`src/rtl/brightness_array_sequencer_if.sv`:
```
// Bus bundle between the block loader, the brightness systolic array and the
// output RAM on one side, and the job sequencer on the other.
interface brightness_array_sequencer_if #(
    parameter int PE_DATA_WIDTH = 16,
    parameter int DEPTH         = 4,
    parameter int ADDR_WIDTH    = 6
);
    logic                           start;
    logic [7:0]                     brightness;
    logic [PE_DATA_WIDTH*DEPTH-1:0] blk_data;
    logic                           blk_valid;
    logic                           blk_ready;
    logic [PE_DATA_WIDTH*DEPTH-1:0] pe_data;
    logic [DEPTH-1:0]               pe_valid;
    logic [PE_DATA_WIDTH-1:0]       pe_offset;
    logic [PE_DATA_WIDTH*DEPTH-1:0] arr_data;
    logic [DEPTH-1:0]               arr_valid;
    logic                           wr_en;
    logic [ADDR_WIDTH-1:0]          wr_addr;
    logic [7:0]                     wr_data;
    logic                           busy;
    logic                           done;
    logic                           err;

    // Sequencer side
    modport slave (
        input  start, brightness, blk_data, blk_valid, arr_data, arr_valid,
        output blk_ready, pe_data, pe_valid, pe_offset, wr_en, wr_addr, wr_data,
               busy, done, err
    );

    // Loader / array / RAM side
    modport master (
        output start, brightness, blk_data, blk_valid, arr_data, arr_valid,
        input  blk_ready, pe_data, pe_valid, pe_offset, wr_en, wr_addr, wr_data,
               busy, done, err
    );
endinterface

```
`src/rtl/brightness_array_sequencer.sv`:
```
// Job controller for the 4x4 brightness systolic array: takes one block at a
// time, feeds its lanes to the array with a one-cycle-per-lane diagonal skew,
// gathers the per-lane results in any order, clamps them to a byte and writes
// them to the output RAM lane by lane. Pulses done after NUM_BLOCKS blocks.
module brightness_array_sequencer #(
    parameter int PE_DATA_WIDTH = 16,
    parameter int DEPTH         = 4,
    parameter int NUM_BLOCKS    = 16,
    parameter int ADDR_WIDTH    = 6
) (
    input  logic                          clk,
    input  logic                          reset,
    brightness_array_sequencer_if.slave   bus
);
    localparam int CW = (DEPTH > 1) ? $clog2(DEPTH) : 1;
    localparam int BW = $clog2(NUM_BLOCKS + 1);

    typedef enum logic [2:0] {IDLE, FEED, ISSUE, WAIT, WRITE, DONE} state_t;

    state_t                    state_reg;
    logic [CW-1:0]             cnt_reg;       // lane counter shared by ISSUE and WRITE
    logic [CW-1:0]             cnt_inc;
    logic [BW-1:0]             blk_cnt_reg;
    logic [DEPTH-1:0]          mask_reg;
    logic [DEPTH-1:0]          pe_valid_reg;
    logic [DEPTH-1:0]          issue_next;
    logic [7:0]                brightness_reg;
    logic                      wr_en_reg;
    logic [ADDR_WIDTH-1:0]     wr_addr_reg;
    logic [ADDR_WIDTH-1:0]     blk_base;
    logic [7:0]                wr_data_reg;
    logic                      err_reg;
    logic                      accept;
    logic                      capturing;

    logic [PE_DATA_WIDTH-1:0]  blk_lane    [DEPTH];
    logic [PE_DATA_WIDTH-1:0]  arr_lane    [DEPTH];
    logic [PE_DATA_WIDTH-1:0]  hold_reg    [DEPTH];
    logic [PE_DATA_WIDTH-1:0]  res_reg     [DEPTH];
    logic [PE_DATA_WIDTH-1:0]  pe_lane_reg [DEPTH];

    // Unsigned saturation of an array result to one output byte
    function automatic logic [7:0] clamp(input logic [PE_DATA_WIDTH-1:0] v);
        return (v > PE_DATA_WIDTH'(255)) ? 8'hFF : v[7:0];
    endfunction

    genvar gi;
    generate
        for (gi = 0; gi < DEPTH; gi++) begin : g_lane
            assign blk_lane[gi] = bus.blk_data[gi*PE_DATA_WIDTH +: PE_DATA_WIDTH];
            assign arr_lane[gi] = bus.arr_data[gi*PE_DATA_WIDTH +: PE_DATA_WIDTH];
            assign bus.pe_data[gi*PE_DATA_WIDTH +: PE_DATA_WIDTH] = pe_lane_reg[gi];
        end
    endgenerate

    assign accept    = (state_reg == FEED) && bus.blk_valid;
    assign capturing = (state_reg == ISSUE) || (state_reg == WAIT);
    assign cnt_inc   = cnt_reg + CW'(1);
    assign blk_base  = ADDR_WIDTH'(blk_cnt_reg) * ADDR_WIDTH'(DEPTH);

    // Which lane gets its valid in the next cycle: lane 0 right after
    // acceptance, then one lane further per ISSUE cycle.
    always_comb begin
        issue_next = '0;
        if (accept)
            issue_next[0] = 1'b1;
        else if (state_reg == ISSUE && cnt_reg != CW'(DEPTH - 1))
            issue_next = DEPTH'(1) << cnt_inc;
    end

    // Main sequencer: state, skew registers, result capture, RAM writes
    always_ff @(posedge clk or posedge reset) begin
        if (reset) begin
            state_reg      <= IDLE;
            cnt_reg        <= '0;
            blk_cnt_reg    <= '0;
            mask_reg       <= '0;
            pe_valid_reg   <= '0;
            brightness_reg <= '0;
            wr_en_reg      <= 1'b0;
            wr_addr_reg    <= '0;
            wr_data_reg    <= '0;
            err_reg        <= 1'b0;
            for (int i = 0; i < DEPTH; i++) begin
                hold_reg[i]    <= '0;
                res_reg[i]     <= '0;
                pe_lane_reg[i] <= '0;
            end
        end else begin
            pe_valid_reg <= issue_next;
            for (int i = 0; i < DEPTH; i++) begin
                if (issue_next[i])
                    pe_lane_reg[i] <= accept ? blk_lane[i] : hold_reg[i];
                else
                    pe_lane_reg[i] <= '0;
            end

            // First arrival per lane is kept; repeats or stray results only flag err
            for (int i = 0; i < DEPTH; i++) begin
                if (bus.arr_valid[i]) begin
                    if (capturing && !mask_reg[i]) begin
                        res_reg[i]  <= arr_lane[i];
                        mask_reg[i] <= 1'b1;
                    end else begin
                        err_reg <= 1'b1;
                    end
                end
            end

            case (state_reg)
                IDLE: begin
                    if (bus.start) begin
                        state_reg      <= FEED;
                        brightness_reg <= bus.brightness;
                        blk_cnt_reg    <= '0;
                        mask_reg       <= '0;
                        err_reg        <= 1'b0;
                    end
                end
                FEED: begin
                    if (accept) begin
                        for (int i = 0; i < DEPTH; i++) hold_reg[i] <= blk_lane[i];
                        cnt_reg   <= '0;
                        state_reg <= ISSUE;
                    end
                end
                ISSUE: begin
                    if (cnt_reg == CW'(DEPTH - 1))
                        state_reg <= WAIT;
                    else
                        cnt_reg <= cnt_inc;
                end
                WAIT: begin
                    if (&mask_reg) begin
                        state_reg   <= WRITE;
                        cnt_reg     <= '0;
                        wr_en_reg   <= 1'b1;
                        wr_addr_reg <= blk_base;
                        wr_data_reg <= clamp(res_reg[0]);
                    end
                end
                WRITE: begin
                    if (cnt_reg == CW'(DEPTH - 1)) begin
                        wr_en_reg   <= 1'b0;
                        wr_addr_reg <= '0;
                        wr_data_reg <= '0;
                        blk_cnt_reg <= blk_cnt_reg + BW'(1);
                        if (blk_cnt_reg + BW'(1) == BW'(NUM_BLOCKS)) begin
                            state_reg <= DONE;
                        end else begin
                            state_reg <= FEED;
                            mask_reg  <= '0;
                        end
                    end else begin
                        cnt_reg     <= cnt_inc;
                        wr_addr_reg <= blk_base + ADDR_WIDTH'(cnt_inc);
                        wr_data_reg <= clamp(res_reg[cnt_inc]);
                    end
                end
                DONE: state_reg <= IDLE;
                default: state_reg <= IDLE;
            endcase
        end
    end

    assign bus.blk_ready = (state_reg == FEED);
    assign bus.pe_valid  = pe_valid_reg;
    assign bus.pe_offset = PE_DATA_WIDTH'(brightness_reg);
    assign bus.wr_en     = wr_en_reg;
    assign bus.wr_addr   = wr_addr_reg;
    assign bus.wr_data   = wr_data_reg;
    assign bus.busy      = (state_reg != IDLE) && (state_reg != DONE);
    assign bus.done      = (state_reg == DONE);
    assign bus.err       = err_reg;
endmodule

```
`src/flat_wrapper.sv`:
```
// flat-port wrapper written by rule: the top's interface ports become plain ports
module brightness_array_sequencer_flat 
#(
    parameter int PE_DATA_WIDTH = 16,
    parameter int DEPTH         = 4,
    parameter int NUM_BLOCKS    = 16,
    parameter int ADDR_WIDTH    = 6
)
  (clk, reset, bus_start, bus_brightness, bus_blk_data, bus_blk_valid, bus_arr_data, bus_arr_valid, bus_blk_ready, bus_pe_data, bus_pe_valid, bus_pe_offset, bus_wr_en, bus_wr_addr, bus_wr_data, bus_busy, bus_done, bus_err);
  brightness_array_sequencer_if #(.PE_DATA_WIDTH(PE_DATA_WIDTH), .DEPTH(DEPTH), .ADDR_WIDTH(ADDR_WIDTH)) bus_i ();
  input  logic clk;
  input  logic reset;
  input wire logic [$bits(bus_i.start)-1:0] bus_start;
  input wire logic [$bits(bus_i.brightness)-1:0] bus_brightness;
  input wire logic [$bits(bus_i.blk_data)-1:0] bus_blk_data;
  input wire logic [$bits(bus_i.blk_valid)-1:0] bus_blk_valid;
  input wire logic [$bits(bus_i.arr_data)-1:0] bus_arr_data;
  input wire logic [$bits(bus_i.arr_valid)-1:0] bus_arr_valid;
  output wire logic [$bits(bus_i.blk_ready)-1:0] bus_blk_ready;
  output wire logic [$bits(bus_i.pe_data)-1:0] bus_pe_data;
  output wire logic [$bits(bus_i.pe_valid)-1:0] bus_pe_valid;
  output wire logic [$bits(bus_i.pe_offset)-1:0] bus_pe_offset;
  output wire logic [$bits(bus_i.wr_en)-1:0] bus_wr_en;
  output wire logic [$bits(bus_i.wr_addr)-1:0] bus_wr_addr;
  output wire logic [$bits(bus_i.wr_data)-1:0] bus_wr_data;
  output wire logic [$bits(bus_i.busy)-1:0] bus_busy;
  output wire logic [$bits(bus_i.done)-1:0] bus_done;
  output wire logic [$bits(bus_i.err)-1:0] bus_err;
  assign bus_i.start = bus_start;
  assign bus_i.brightness = bus_brightness;
  assign bus_i.blk_data = bus_blk_data;
  assign bus_i.blk_valid = bus_blk_valid;
  assign bus_i.arr_data = bus_arr_data;
  assign bus_i.arr_valid = bus_arr_valid;
  assign bus_blk_ready = bus_i.blk_ready;
  assign bus_pe_data = bus_i.pe_data;
  assign bus_pe_valid = bus_i.pe_valid;
  assign bus_pe_offset = bus_i.pe_offset;
  assign bus_wr_en = bus_i.wr_en;
  assign bus_wr_addr = bus_i.wr_addr;
  assign bus_wr_data = bus_i.wr_data;
  assign bus_busy = bus_i.busy;
  assign bus_done = bus_i.done;
  assign bus_err = bus_i.err;
  brightness_array_sequencer #(.PE_DATA_WIDTH(PE_DATA_WIDTH), .DEPTH(DEPTH), .NUM_BLOCKS(NUM_BLOCKS), .ADDR_WIDTH(ADDR_WIDTH)) u_core (.clk(clk), .reset(reset), .bus(bus_i));
endmodule
```
`config.mk`:
```
export PLATFORM = sky130hd
export DESIGN_NAME = brightness_array_sequencer_flat
export DESIGN_NICKNAME = d
export VERILOG_FILES = /design/src/rtl/brightness_array_sequencer_if.sv /design/src/rtl/brightness_array_sequencer.sv /design/src/flat_wrapper.sv
export SDC_FILE = /design/constraint.sdc
export NUM_CORES = 1
export LEC_CHECK = 0
export CAP_MARGIN = 10
export CORE_ASPECT_RATIO = 0.9
export CORE_MARGIN = 2
export CORE_UTILIZATION = 38
export CTS_BUF_LIST = sky130_fd_sc_hd__clkbuf_16
export CTS_CLUSTER_SIZE = 20
export DETAILED_ROUTE_END_ITERATION = 8
export GPL_ROUTABILITY_DRIVEN = 0
export PLACE_DENSITY_LB_ADDON = 0.25
export SYNTH_ARGS = -nofsm -noshare
export SYNTH_HDL_FRONTEND = slang
export SYNTH_SLANG_ARGS = --single-unit
export TNS_END_PERCENT = 5
```
`constraint.sdc`:
```
create_clock -name clk -period 6.9 [get_ports clk]
set_input_delay 1.035 -clock clk [delete_from_list [all_inputs] [get_ports clk]]
set_output_delay 1.035 -clock clk [all_outputs]
set_load 0.1 [all_outputs]
```
; ---- Word level (Yosys, flattened, before mapping)
; Cells that the tools add are included.
[totals]
register_bits = 234
wordCells = 136
[classes]
add_sub_neg = 3
order_cmp = 3
n_eq_ne = 15
n_shift = 1
muxes = 61
bitwise_logic = 1
n_reduce_logical = 30
[ops]
columns = operator, n
row1 = $mux W16, 10
row2 = $bmux W16 S2, 1
row3 = $gt A16 B8 Y1 const B, 2
row4 = $mux W8, 4
row5 = $mux W1, 21
row6 = $mux W3, 7
row7 = $mux W4, 4
row8 = $pmux W8 S2, 1
row9 = $pmux W3 S5, 1
row10 = $reduce_and A2 Y1, 7
row11 = $mux W6, 2
row12 = $pmux W6 S2, 1
row13 = $mux W5, 2
row14 = $ne A2 B2 Y1 const B, 5
row15 = $pmux W5 S2, 1
row16 = $pmux W4 S2, 1
row17 = $reduce_and A4 Y1, 2
row18 = $logic_and A1 B1 Y1, 7
row19 = $add A6 B2 Y6, 1
row20 = $eq A3 B2 Y1 const B, 2
row21 = $eq A3 B3 Y1 const B, 2
row22 = $mux W2, 3
row23 = $pmux W2 S3, 1
row24 = $reduce_and A3 Y1, 2
row25 = other kinds (18), 24

; ---- Longest topological paths before layout
; Gate-level depths: netlist of the first run.
[depth]
depth_word = 13
ltp_mapped = 8
ltp_nobuf = 6

; ---- Worst setup path after synthesis of the first run
; OpenSTA, ideal clock, no wires.
[synth_path]
path_kind = register to output
from = register u_core.state_reg[0]
to = output port bus_blk_ready
arrival_ps = 2919
t_required_ps = 5865
path_slack_ps = 2946
path_stages_with_launch = 3
path_cell_list = dfrtp_1 clkbuf_1 nor3b_1
[synth_between]
elab_chain_len = 1
[synth_rtl]
columns = item, line_no
row1 = from (decl), brightness_array_sequencer.sv:20  ; state_t state_reg;
row2 = from (signal assigned), brightness_array_sequencer.sv:74  ; state_reg <= IDLE;
row3 = from (signal assigned), brightness_array_sequencer.sv:113  ; state_reg <= FEED;
row4 = from (signal assigned), brightness_array_sequencer.sv:124  ; state_reg <= ISSUE;
row5 = $eq A3 B1 Y1, brightness_array_sequencer.sv:166  ; assign bus.blk_ready = (state_reg == FEED);
row6 = to (decl), flat_wrapper.sv:19  ; output wire logic [$bits(bus_i.blk_ready)-1:0] bus_blk_ready;
; Every way passes these cells.

; ---- Worst setup path in the final report of the first run
[layout_path]
from = register u_core.state_reg[0]
to = output port bus_busy
[layout_between]
elab_chain_len = 2
[layout_rtl]
columns = item, line_no
row1 = $ne A3 B3 Y1 / $reduce_bool A3 Y1 (equally long branches), brightness_array_sequencer.sv:172  ; assign bus.busy = (state_reg != IDLE) && (state_reg != DONE);
row2 = $logic_and A1 B1 Y1 *, brightness_array_sequencer.sv:172
row3 = to (decl), flat_wrapper.sv:26  ; output wire logic [$bits(bus_i.busy)-1:0] bus_busy;
; Every way passes the cells marked *; elsewhere a longest branch is shown, timed or not.

==> reports/metrics.cfg, run 1 <==
[die]
die_h_um = 152
die_area_um2 = 25800
ios = 247
num_rows = 54
die_x_um = 169
coreArea_um2 = 24100
start_util_pct = 38.6

[drt]
wl_met3_mm = 1.77
wl_met2_mm = 9.13
drt_iter0_markers = 316
vias_per_cell = 4.74
route.vias.total = 5833
drc = 0
wl_mm = 21.0
ant_nets = 0
met1_length_mm = 9.57
dr.pass1.iters = 4
wl_per_cell_um = 17.0
highest_layer = met4

[logic_synthesis]
yosysWarnings = 0
synth_compound_area_share_pct = 4.17
synth_common_cells = dfrtp_1 (234), mux2_1 (102), nor2b_1 (54), mux2_2 (34), nand2_1 (23)
synth_top_area_cell = dfrtp_1
ys_seq_area_share_pct = 62.9
synthFlopType = dfrtp_1
synthMuxAreaShare_pct = 18.5
syn_area_um2 = 9310
synth_top_family_by_area = multiplexers
netlist_instances = 661
synthXorXnorAreaFrac_pct = 0.188
yosys.area_share.simple_pct = 9.62
synthTopCellsByArea = dfrtp_1 (63%), mux2_1 (12%), mux2_2 (4.1%)
synth_top_area_share_pct = 62.9
synth_fa_ha_area_share_pct = 0.941
async_flop_share_pct = 100
ys_types = 49
synth_most_common_cell = dfrtp_1
ys_seq_elements = 234
synth_edf_count = 0
avgSynthCellArea_um2 = 14.1

[grt]
grt_use_total_pct = 16.4
grt_max_degree = 175
grt_pass1_vias = 6117
grt_pass1_wl_mm = 33.7
overflow = 0
antenna_found_initial = 1

[critical_path]
endpoint = bus_busy
rr_worst_depth = 5
r2r_start = u_core.state_reg[0]$_DFFE_PP0P_
r2r_end = u_core.bus.pe_data[34]$_DFF_PP0_
r2r_setup_slack_ns = 3.84
worstPathArrival_ns = 2.95
cp_max_fo = 12
critical_path_class = flop to primary output
crit_start = u_core.state_reg[0]$_DFFE_PP0P_
startpoint_type = flop
critPathCaptureType = primary output
worstPathRequired_ns = 5.86

[timing]
rsz0062_at_grt = no
fin_setup_tns_ns = 0
hold_viol = 0
finalCritPeriodShare_pct = 57.7
finalMaxSlewViolations = 0
timing.slew.headroom_pct = 30.1
tightest_slew_ns = 1.05
whs_ns = 0.473
fin_crit_ns = 3.98
setup_viol = 0
max_freq_mhz = 251
setup_ws_ns = 2.92
fin_skew_ns = 0.0113

[clocking]
clkSinkCount = 234
cts_root_buf = clkbuf_16
cts_hold_buf = 0
htreeDepth = 1
tritoncts = yes
worstSkewPairLatency_ns = 0.53
cts_setup_buffers = 0
cts_buffers = 26
clk_pin_slew_ns = 0.06
clockBufferDepth = 3
cts_resized = 0

[run]
max_cap_viol_count = 0

[power_and_ir_drop]
powerDensity_nw_per_um2 = 488
p_leak_nw = 5.44
switching_share_pct = 41.5
finalPower_mw = 6.22
pwr-share-seq_pct = 35.2
intPower_mw = 3.64
p_sw_mw = 2.58
combPwrFrac_pct = 43.2
irDropWorstVdd_v = 0.000277
pwr-share-clk_pct = 21.6

[min_path]
min_from = u_core.hold_reg[63]$_DFFE_PP0P_
hp-class = flop to flop

[placed_design]
place_hpwl_mm = 14.3
portBuffers = 238
placedCellCount = 1182
placed_cell_area_um2 = 11900
pre_cts_slack_ns = 3.28

[status]
status = finished clean

[finish]
final_cells = 1231
nets = 1053
utilization_pct = 52.9
fin_area_um2 = 12700
drive_gt1_share_pct = 11.5
num-fill-cells = 2039
area_growth_pct = 37.0

per-layer routing:
layer / vias up / track usage [%]
met4: 0 / 4.11
met1: 2863 / 22.5
met5: - / 0
li1: 2739 / -
met3: 35 / 5.51
met2: 196 / 25.2
cell usage in the layout (no fill, tap or decap), drive strengths merged, types with 2 or more instances in the layout:
cell type / instances
or2: 3
a31oi: 8
conb: 8
mux4: 8
o21a: 3
nor3: 5
a21oi: 14
buf: 7
o22ai: 3
inv: 15
clkinvlp: 2
ha: 7
bufinv: 3
nand3: 7
clkdlybuf4s50: 238
nand4: 3
or4: 2
dfrtp: 234
clkbuf: 26
mux2: 136
o22a: 9
nor2b: 54
nor2: 24
nor4: 5
o21ai: 16
a22o: 2
nand2b: 5
and2: 19
clkinv: 20
nand2: 23
nor3b: 2
how the worst min path moves through the flow:
stage / slack [ns] / cells after the start / endpoint
floorplan: 0.45 / 1 / u_core.hold_reg[48]$_DFFE_PP0P_
global placement: 0.46 / 1 / u_core.hold_reg[54]$_DFFE_PP0P_
detailed placement: 0.46 / 1 / u_core.hold_reg[63]$_DFFE_PP0P_
CTS: 0.48 / 1 / u_core.hold_reg[40]$_DFFE_PP0P_
global route: 0.48 / 1 / u_core.hold_reg[51]$_DFFE_PP0P_
finish: 0.47 / 1 / u_core.hold_reg[63]$_DFFE_PP0P_
critical path: stages (launching register included):
cell	delay [ns]
dfrtp_1	0.59
nand2b_1	0.40
nand3_1	0.26
clkdlybuf4s50_1	1.16
kinds of logic after synthesis:
family,Yosys count
compound gates,60
xor+xnor,2
fa+ha+maj,7
buf+inv,57
flops,234
mux,145
other cells,1
simple gates,155
power groups by stage:
stage | Sequential, mW | Combinational [mW] | Clock (mW)
after floorplan | 3.11 | 1.17 | 0
after global placement | 2.20 | 2.68 | 0
after detailed placement | 2.21 | 2.72 | 0
after CTS | 2.19 | 2.73 | 1.39
after global routing | 2.25 | 2.86 | 1.45
final | 2.19 | 2.69 | 1.35
area by class of cell:
| class | instances | area, um2 | area share [%] |
|---|---|---|---|
| Multi-Input combinational cell | 377 | 3150 | 24.7 |
| Clock buffer | 26 | 651 | 5.10 |
| Clock inverter | 22 | 186 | 1.46 |
| Tap cell | 308 | 385 | 3.02 |
| Antenna cell | 1 | 2.50 | 0.0196 |
| Inverter | 18 | 73.8 | 0.579 |
| Timing Repair Buffer | 245 | 2450 | 19.2 |
| Sequential cell | 234 | 5860 | 45.9 |
Power figures use the tool's default switching activity.
==> run 2, diff against run 1 <==
==> constraint.sdc (replaced) <==
create_clock -name clk -period 4 [get_ports clk]
set_input_delay 0.6 -clock clk [delete_from_list [all_inputs] [get_ports clk]]
set_output_delay 0.6 -clock clk [all_outputs]
set_load 0.1 [all_outputs]
==> run 2 against run 1 <==
Effect of this change:
- global-route usage shrank 0.064 points
- non-clock buffer count rose by 1
- via count rose by 0.50%
- final cell count up 0.16%
- register-to-register slack got worse by 2.5 ns
- final area about the same
- wire length down 0.63%
- first-iteration DRC count decreased by 18%
- sequential power rose by 72%
- clock-buffer cell count increased by 1
- die area unchanged
- total power is 71% higher
- largest cell class unchanged
- highest routed layer unchanged
- critical path type unchanged
==> reports/metrics.cfg, run 2 (synthesis results as in run 1) <==
[placed_design]
portBuffers = 238  ; unchanged
place_hpwl_mm = 14.5  ; +1.2%
placed_cell_area_um2 = 11900  ; +0.23%

[drt]
route.vias.total = 5862  ; +0.50%
drc = 0  ; unchanged
wl_per_cell_um = 16.9  ; -0.79%
dr.pass1.iters = 4  ; unchanged
wl_mm = 20.8  ; -0.63%
ant_nets = 0  ; unchanged
drt_iter0_markers = 260  ; -18%
vias_per_cell = 4.75  ; +0.33%

[critical_path]
startpoint_type = flop
worstPathArrival_ns = 2.56  ; -0.39 ns
critPathCaptureType = primary output
slowest_stage = clkdlybuf4s50_1
slowest_delay_ns = 1.17  ; about the same
cp_max_fo = 10  ; -2
worstPathRequired_ns = 3.40  ; -2.46 ns
critPathBufInv = 2  ; +1
critical_path_class = flop to primary output
path_cells = inv_4, and3_1, clkdlybuf4s50_1
crit_family = buffers and inverters

[die]
start_util_pct = 38.6  ; unchanged
die_x_um = 169  ; unchanged
die_h_um = 152  ; unchanged
coreArea_um2 = 24100  ; unchanged
num_rows = 54  ; unchanged
ios = 247  ; unchanged
die_area_um2 = 25800  ; unchanged

[min_path]
hp-class = flop to flop

[power_and_ir_drop]
p_leak_nw = 5.44  ; about the same
powerDensity_nw_per_um2 = 834  ; +71%
pwr-share-clk_pct = 20.8  ; -0.8 points
combPwrFrac_pct = 43.7  ; +0.5 points
irDropWorstVdd_v = 0.000420  ; +51%
pwr-share-seq_pct = 35.5  ; +0.3 points
p_sw_mw = 4.43  ; +72%
intPower_mw = 6.19  ; +70%
switching_share_pct = 41.7  ; +0.24 points
finalPower_mw = 10.6  ; +71%

[finish]
regArea_um2 = 5860  ; unchanged
fin_area_um2 = 12700  ; about the same
final_cell_mix = clkdlybuf4s50_1 (236), dfrtp_1 (234), mux2_1 (102), nor2b_1 (54), mux2_2 (34)
nets = 1054  ; +0.095%
area_growth_pct = 36.9  ; about the same
num-fill-cells = 2072  ; +1.6%
multiInputGateArea_um2 = 3150  ; unchanged
drive_gt1_share_pct = 11.7  ; +0.20 points
mostFrequentLayoutCell = clkdlybuf4s50_1

[timing]
max_freq_mhz = 316
tightest_slew_ns = 1.07  ; +0.0224 ns
fin_setup_tns_ns = 0  ; unchanged
finalCritPeriodShare_pct = 79.1
fin_crit_ns = 3.16
setup_viol = 0  ; unchanged
fin_skew_ns = 0.00743  ; -0.00384 ns
rsz0062_at_grt = no
timing.slew.headroom_pct = 28.6  ; -1.5 points
hold_viol = 0  ; unchanged
finalMaxSlewViolations = 0  ; unchanged

[clocking]
clockBufferDepth = 3  ; unchanged
clk_pin_slew_ns = 0.06  ; about the same
cts_root_buf = clkbuf_16
cts_hold_buf = 0  ; unchanged
cts_buffers = 26  ; unchanged
tritoncts = yes
cts_setup_buffers = 0  ; unchanged
clkSinkCount = 234  ; unchanged
cts_resized = 0  ; unchanged
worstSkewPairLatency_ns = 0.52  ; about the same
htreeDepth = 1  ; unchanged

[run]
max_cap_viol_count = 0  ; unchanged

[grt]
grt_pass1_wl_mm = 33.5  ; -0.41%
antenna_found_initial = 2  ; +1
grt_use_total_pct = 16.3  ; -0.064 points
overflow = 0  ; unchanged
grt_max_degree = 86  ; -51%
grt_pass1_vias = 6174  ; +0.93%

[status]
status = finished clean

## run 2: worst paths after layout
kind,cells past startpoint,endpoint,from,slack [ns]
worst min-delay path,1,u_core.hold_reg[8]$_DFFE_PP0P_,u_core.hold_reg[8]$_DFFE_PP0P_,0.47
worst max register to register,5,u_core.bus.wr_data[6]$_DFFE_PP0P_,u_core.cnt_reg[0]$_DFFE_PP0P_,1.37
worst min register to register,1,u_core.hold_reg[8]$_DFFE_PP0P_,u_core.hold_reg[8]$_DFFE_PP0P_,0.47
max in group asynchronous,3,u_core.bus.pe_data[62]$_DFF_PP0_,reset,2.45
worst max-delay path,3,bus_done,u_core.state_reg[1]$_DFFE_PP0P_,0.84
min in group asynchronous,2,u_core.bus.pe_data[63]$_DFF_PP0_,reset,0.61
## run 2: cell type report
cell class                      count  area share (%)
Inverter                           18           0.579
Multi-Input combinational cell    377            24.7
Antenna cell                        2          0.0393
Timing Repair Buffer              246            19.4
Tap cell                          308            3.02
Sequential cell                   234            45.9
Clock buffer                       27            5.30
Clock inverter                     21           0.982
## run 2: power by group through the flow
stage | logic, mW | clock network (mW) | registers [mW]
6_report | 4.65 | 2.21 | 3.77
5_1_grt | 4.94 | 2.38 | 3.90
4_1_cts | 4.71 | 2.28 | 3.78
3_5_place_dp | 4.70 | 0 | 3.82
3_3_place_gp | 4.64 | 0 | 3.79
2_1_floorplan | 2.01 | 0 | 5.36
## run 2: worst register-to-register path, cell delays in order (launching register included)
cell,delay [ns]
dfrtp_1,0.94
inv_2,0.15
ha_1,0.68
nand3_1,0.40
a31oi_1,0.25
o22a_1,0.15
## run 2: stage by stage
stage | util [%] | hold WS, ns | setup slack, ns | std cells
4_1_cts | 52.8 | 0.479 | 0.781 | 1231
6_report | 52.8 | 0.473 | 0.836 | 1233
5_1_grt | 52.8 | 0.491 | 0.674 | 1232
3_3_place_gp | 49.5 | 0.456 | 1.37 | 1183
3_5_place_dp | 49.5 | 0.466 | 1.36 | 1183
2_1_floorplan | - | 0.447 | 0.336 | 668
## run 2: metal layers
layer | GRT usage (%) | routed length [um] | vias up
li1 | - | - | 2740
met1 | 23.0 | 9630 | 2902
met2 | 24.8 | 9070 | 191
met3 | 5.22 | 1730 | 29
met4 | 3.91 | 411 | 0
met5 | 0 | 0 | -
==> run 3, diff against run 2 <==
==> constraint.sdc (replaced) <==
create_clock -name clk -period 2.9 [get_ports clk]
set_input_delay 0.435 -clock clk [delete_from_list [all_inputs] [get_ports clk]]
set_output_delay 0.435 -clock clk [all_outputs]
set_load 0.1 [all_outputs]
==> run 3 against run 2 <==
Effect of this change:
- via count is 0.96% higher
- clock skew is 0.0096 ns higher
- register-to-register slack worse by 0.60 ns
- hold slack worse by 0.038 ns
- largest cell class unchanged
- largest power group unchanged
- clock power is 37% higher
- final cell count is 0.41% higher
- sequential cell count stayed put
- die area stayed put
- critical path depth is 1 higher
- sequential share of layout area is 0.56 points higher
- non-clock buffer count is 8 higher
==> reports/metrics.cfg, run 3 (synthesis results as in run 1) <==
[status]
status = finished clean

[clocking]
clockBufferDepth = 3  ; unchanged
cts_hold_buf = 0  ; unchanged
htreeDepth = 1  ; unchanged
cts_buffers = 26  ; unchanged
worstSkewPairLatency_ns = 0.52  ; about the same
tritoncts = yes
cts_resized = 0  ; unchanged
clkSinkCount = 234  ; unchanged
cts_setup_buffers = 0  ; unchanged
cts_root_buf = clkbuf_16
clk_pin_slew_ns = 0.06  ; about the same

[placed_design]
portBuffers = 238  ; unchanged
place_hpwl_mm = 14.6  ; +1.0%
placed_cell_area_um2 = 11800  ; -1.1%

[power_and_ir_drop]
p_leak_nw = 5.65  ; +3.8%
powerDensity_nw_per_um2 = 1160  ; +39%
pwr-share-clk_pct = 20.7  ; about the same
switching_share_pct = 42.0  ; +0.24 points
irDropWorstVdd_v = 0.000545  ; +30%
intPower_mw = 8.48  ; +37%
pwr-share-seq_pct = 35.2  ; -0.3 points
p_sw_mw = 6.13  ; +38%
combPwrFrac_pct = 44.1  ; +0.4 points

[timing]
tightest_slew_ns = 0.762  ; -0.306 ns
rsz0062_at_grt = no
finalCritPeriodShare_pct = 82.4
setup_viol = 0  ; unchanged
max_freq_mhz = 418
fin_setup_tns_ns = 0  ; unchanged
hold_viol = 0  ; unchanged
fin_skew_ns = 0.0170  ; +0.00960 ns
fin_crit_ns = 2.39
timing.slew.headroom_pct = 49.1  ; +20 points
finalMaxSlewViolations = 0  ; unchanged

[die]
start_util_pct = 38.6  ; unchanged
die_area_um2 = 25800  ; unchanged
num_rows = 54  ; unchanged
die_h_um = 152  ; unchanged
ios = 247  ; unchanged
die_x_um = 169  ; unchanged
coreArea_um2 = 24100  ; unchanged

[critical_path]
crit_start = u_core.state_reg[0]$_DFFE_PP0P_
slowest_delay_ns = 0.61  ; -0.56 ns
worstPathRequired_ns = 2.47  ; -0.93 ns
critPathCaptureType = primary output
startpoint_type = flop
cp_max_fo = 12  ; +2
r2r_start = u_core.state_reg[0]$_DFFE_PP0P_
critical_path_class = flop to primary output
cpMostUsedCell = buf_4
path_cells = nand2b_1, buf_4, nand3_1, buf_4
worstPathArrival_ns = 1.95  ; -0.61 ns
slowest_stage = dfrtp_1

[finish]
final_cell_mix = dfrtp_1 (234), clkdlybuf4s50_1 (143), buf_4 (105), mux2_1 (102), nor2b_1 (54)
area_growth_pct = 35.3
nets = 1062  ; +0.76%
fin_area_um2 = 12600  ; -1.2%
mostFrequentLayoutCell = dfrtp_1
drive_gt1_share_pct = 22.3  ; +11 points
utilization_pct = 52.2  ; -0.63 points

[min_path]
hp-class = primary input to async pin

[grt]
grt_pass1_wl_mm = 33.4  ; -0.31%
grt_pass1_vias = 6010  ; -2.7%
grt_max_degree = 85  ; -1.2%
antenna_found_initial = 2  ; unchanged
overflow = 0  ; unchanged
grt_use_total_pct = 16.2  ; -0.12 points

[drt]
dr.pass1.iters = 4  ; unchanged
wl_per_cell_um = 17.0  ; +0.38%
drc = 0  ; unchanged
drt_iter0_markers = 253  ; -2.7%
wl_mm = 21.0  ; +0.79%
ant_nets = 0  ; unchanged
route.vias.total = 5918  ; +0.96%
vias_per_cell = 4.78  ; +0.55%

[run]
max_cap_viol_count = 0  ; unchanged

==> run 3: cell count changes in the layout (fill, tap and decap cells not counted) <==
| cell | before | now |
|---|---|---|
| buf_4 | 7 | 105 |
| clkdlybuf4s50_1 | 236 | 143 |
| clkinv_1 | 10 | 9 |
| clkinv_4 | 1 | 0 |
| buf_12 | 3 | 6 |
| clkinv_2 | 6 | 5 |
==> run 3: layout make-up <==
cell class	instances	area, um2
Sequential cell	234	5860
Antenna cell	2	5.00
Inverter	18	73.8
Clock buffer	27	676
Timing Repair Buffer	254	2340
Multi-Input combinational cell	377	3150
Fill cell	2101	11500
Tap cell	308	385
Clock inverter	18	108
==> run 3: path summary, 6_finish.rpt <==
path,end,depth (start not counted),slack [ns]
worst max-delay path,bus_busy,4,0.51
worst min-delay path,u_core.bus.pe_data[63]$_DFF_PP0_,3,0.44
max in group asynchronous,u_core.brightness_reg[2]$_DFFE_PP0P_,3,2.01
min in group clk,u_core.hold_reg[54]$_DFFE_PP0P_,1,0.47
worst max register to register,u_core.bus.pe_data[53]$_DFF_PP0_,5,0.77
worst min register to register,u_core.hold_reg[54]$_DFFE_PP0P_,1,0.47
==> run 3: power groups by stage <==
stage / Combinational, mW / Sequential (mW) / Clock [mW]
2_1_floorplan: 2.78 / 7.40 / 0
3_3_place_gp: 6.41 / 5.17 / 0
3_5_place_dp: 6.50 / 5.20 / 0
4_1_cts: 6.53 / 5.15 / 3.11
5_1_grt: 6.85 / 5.30 / 3.25
6_report: 6.45 / 5.14 / 3.02
==> run 3: worst max-delay path: cells and delay by family (launching register included) <==
| kind | cells | cell delay (ns) |
|---|---|---|
| AND/OR/NAND/NOR | 2 | 0.29 |
| flip-flops | 1 | 0.61 |
| buffers and inverters | 2 | 0.52 |
==> run 3: through the flow <==
step | hold slack (ns) | power (mW) | std cells | setup slack [ns]
after floorplan | 0.447 | 10.2 | 668 | -0.599
after global placement | 0.456 | 11.6 | 1191 | 0.605
after detailed placement | 0.462 | 11.7 | 1191 | 0.550
after CTS | 0.443 | 14.8 | 1236 | 0.503
after global routing | 0.463 | 15.4 | 1237 | 0.441
final | 0.435 | 14.6 | 1238 | 0.510
==> run 3: metal layers <==
metal  part of all wire (%)  routed length [um]  GRT usage (%)  vias up
met4                    2.1                 450           4.23        0
met5                      0                   0              0        -
met2                     43                8980           23.7      211
met1                     46                9700           23.5     2916
met3                    8.9                1870           5.06       32
li1                       -                   -              -     2759
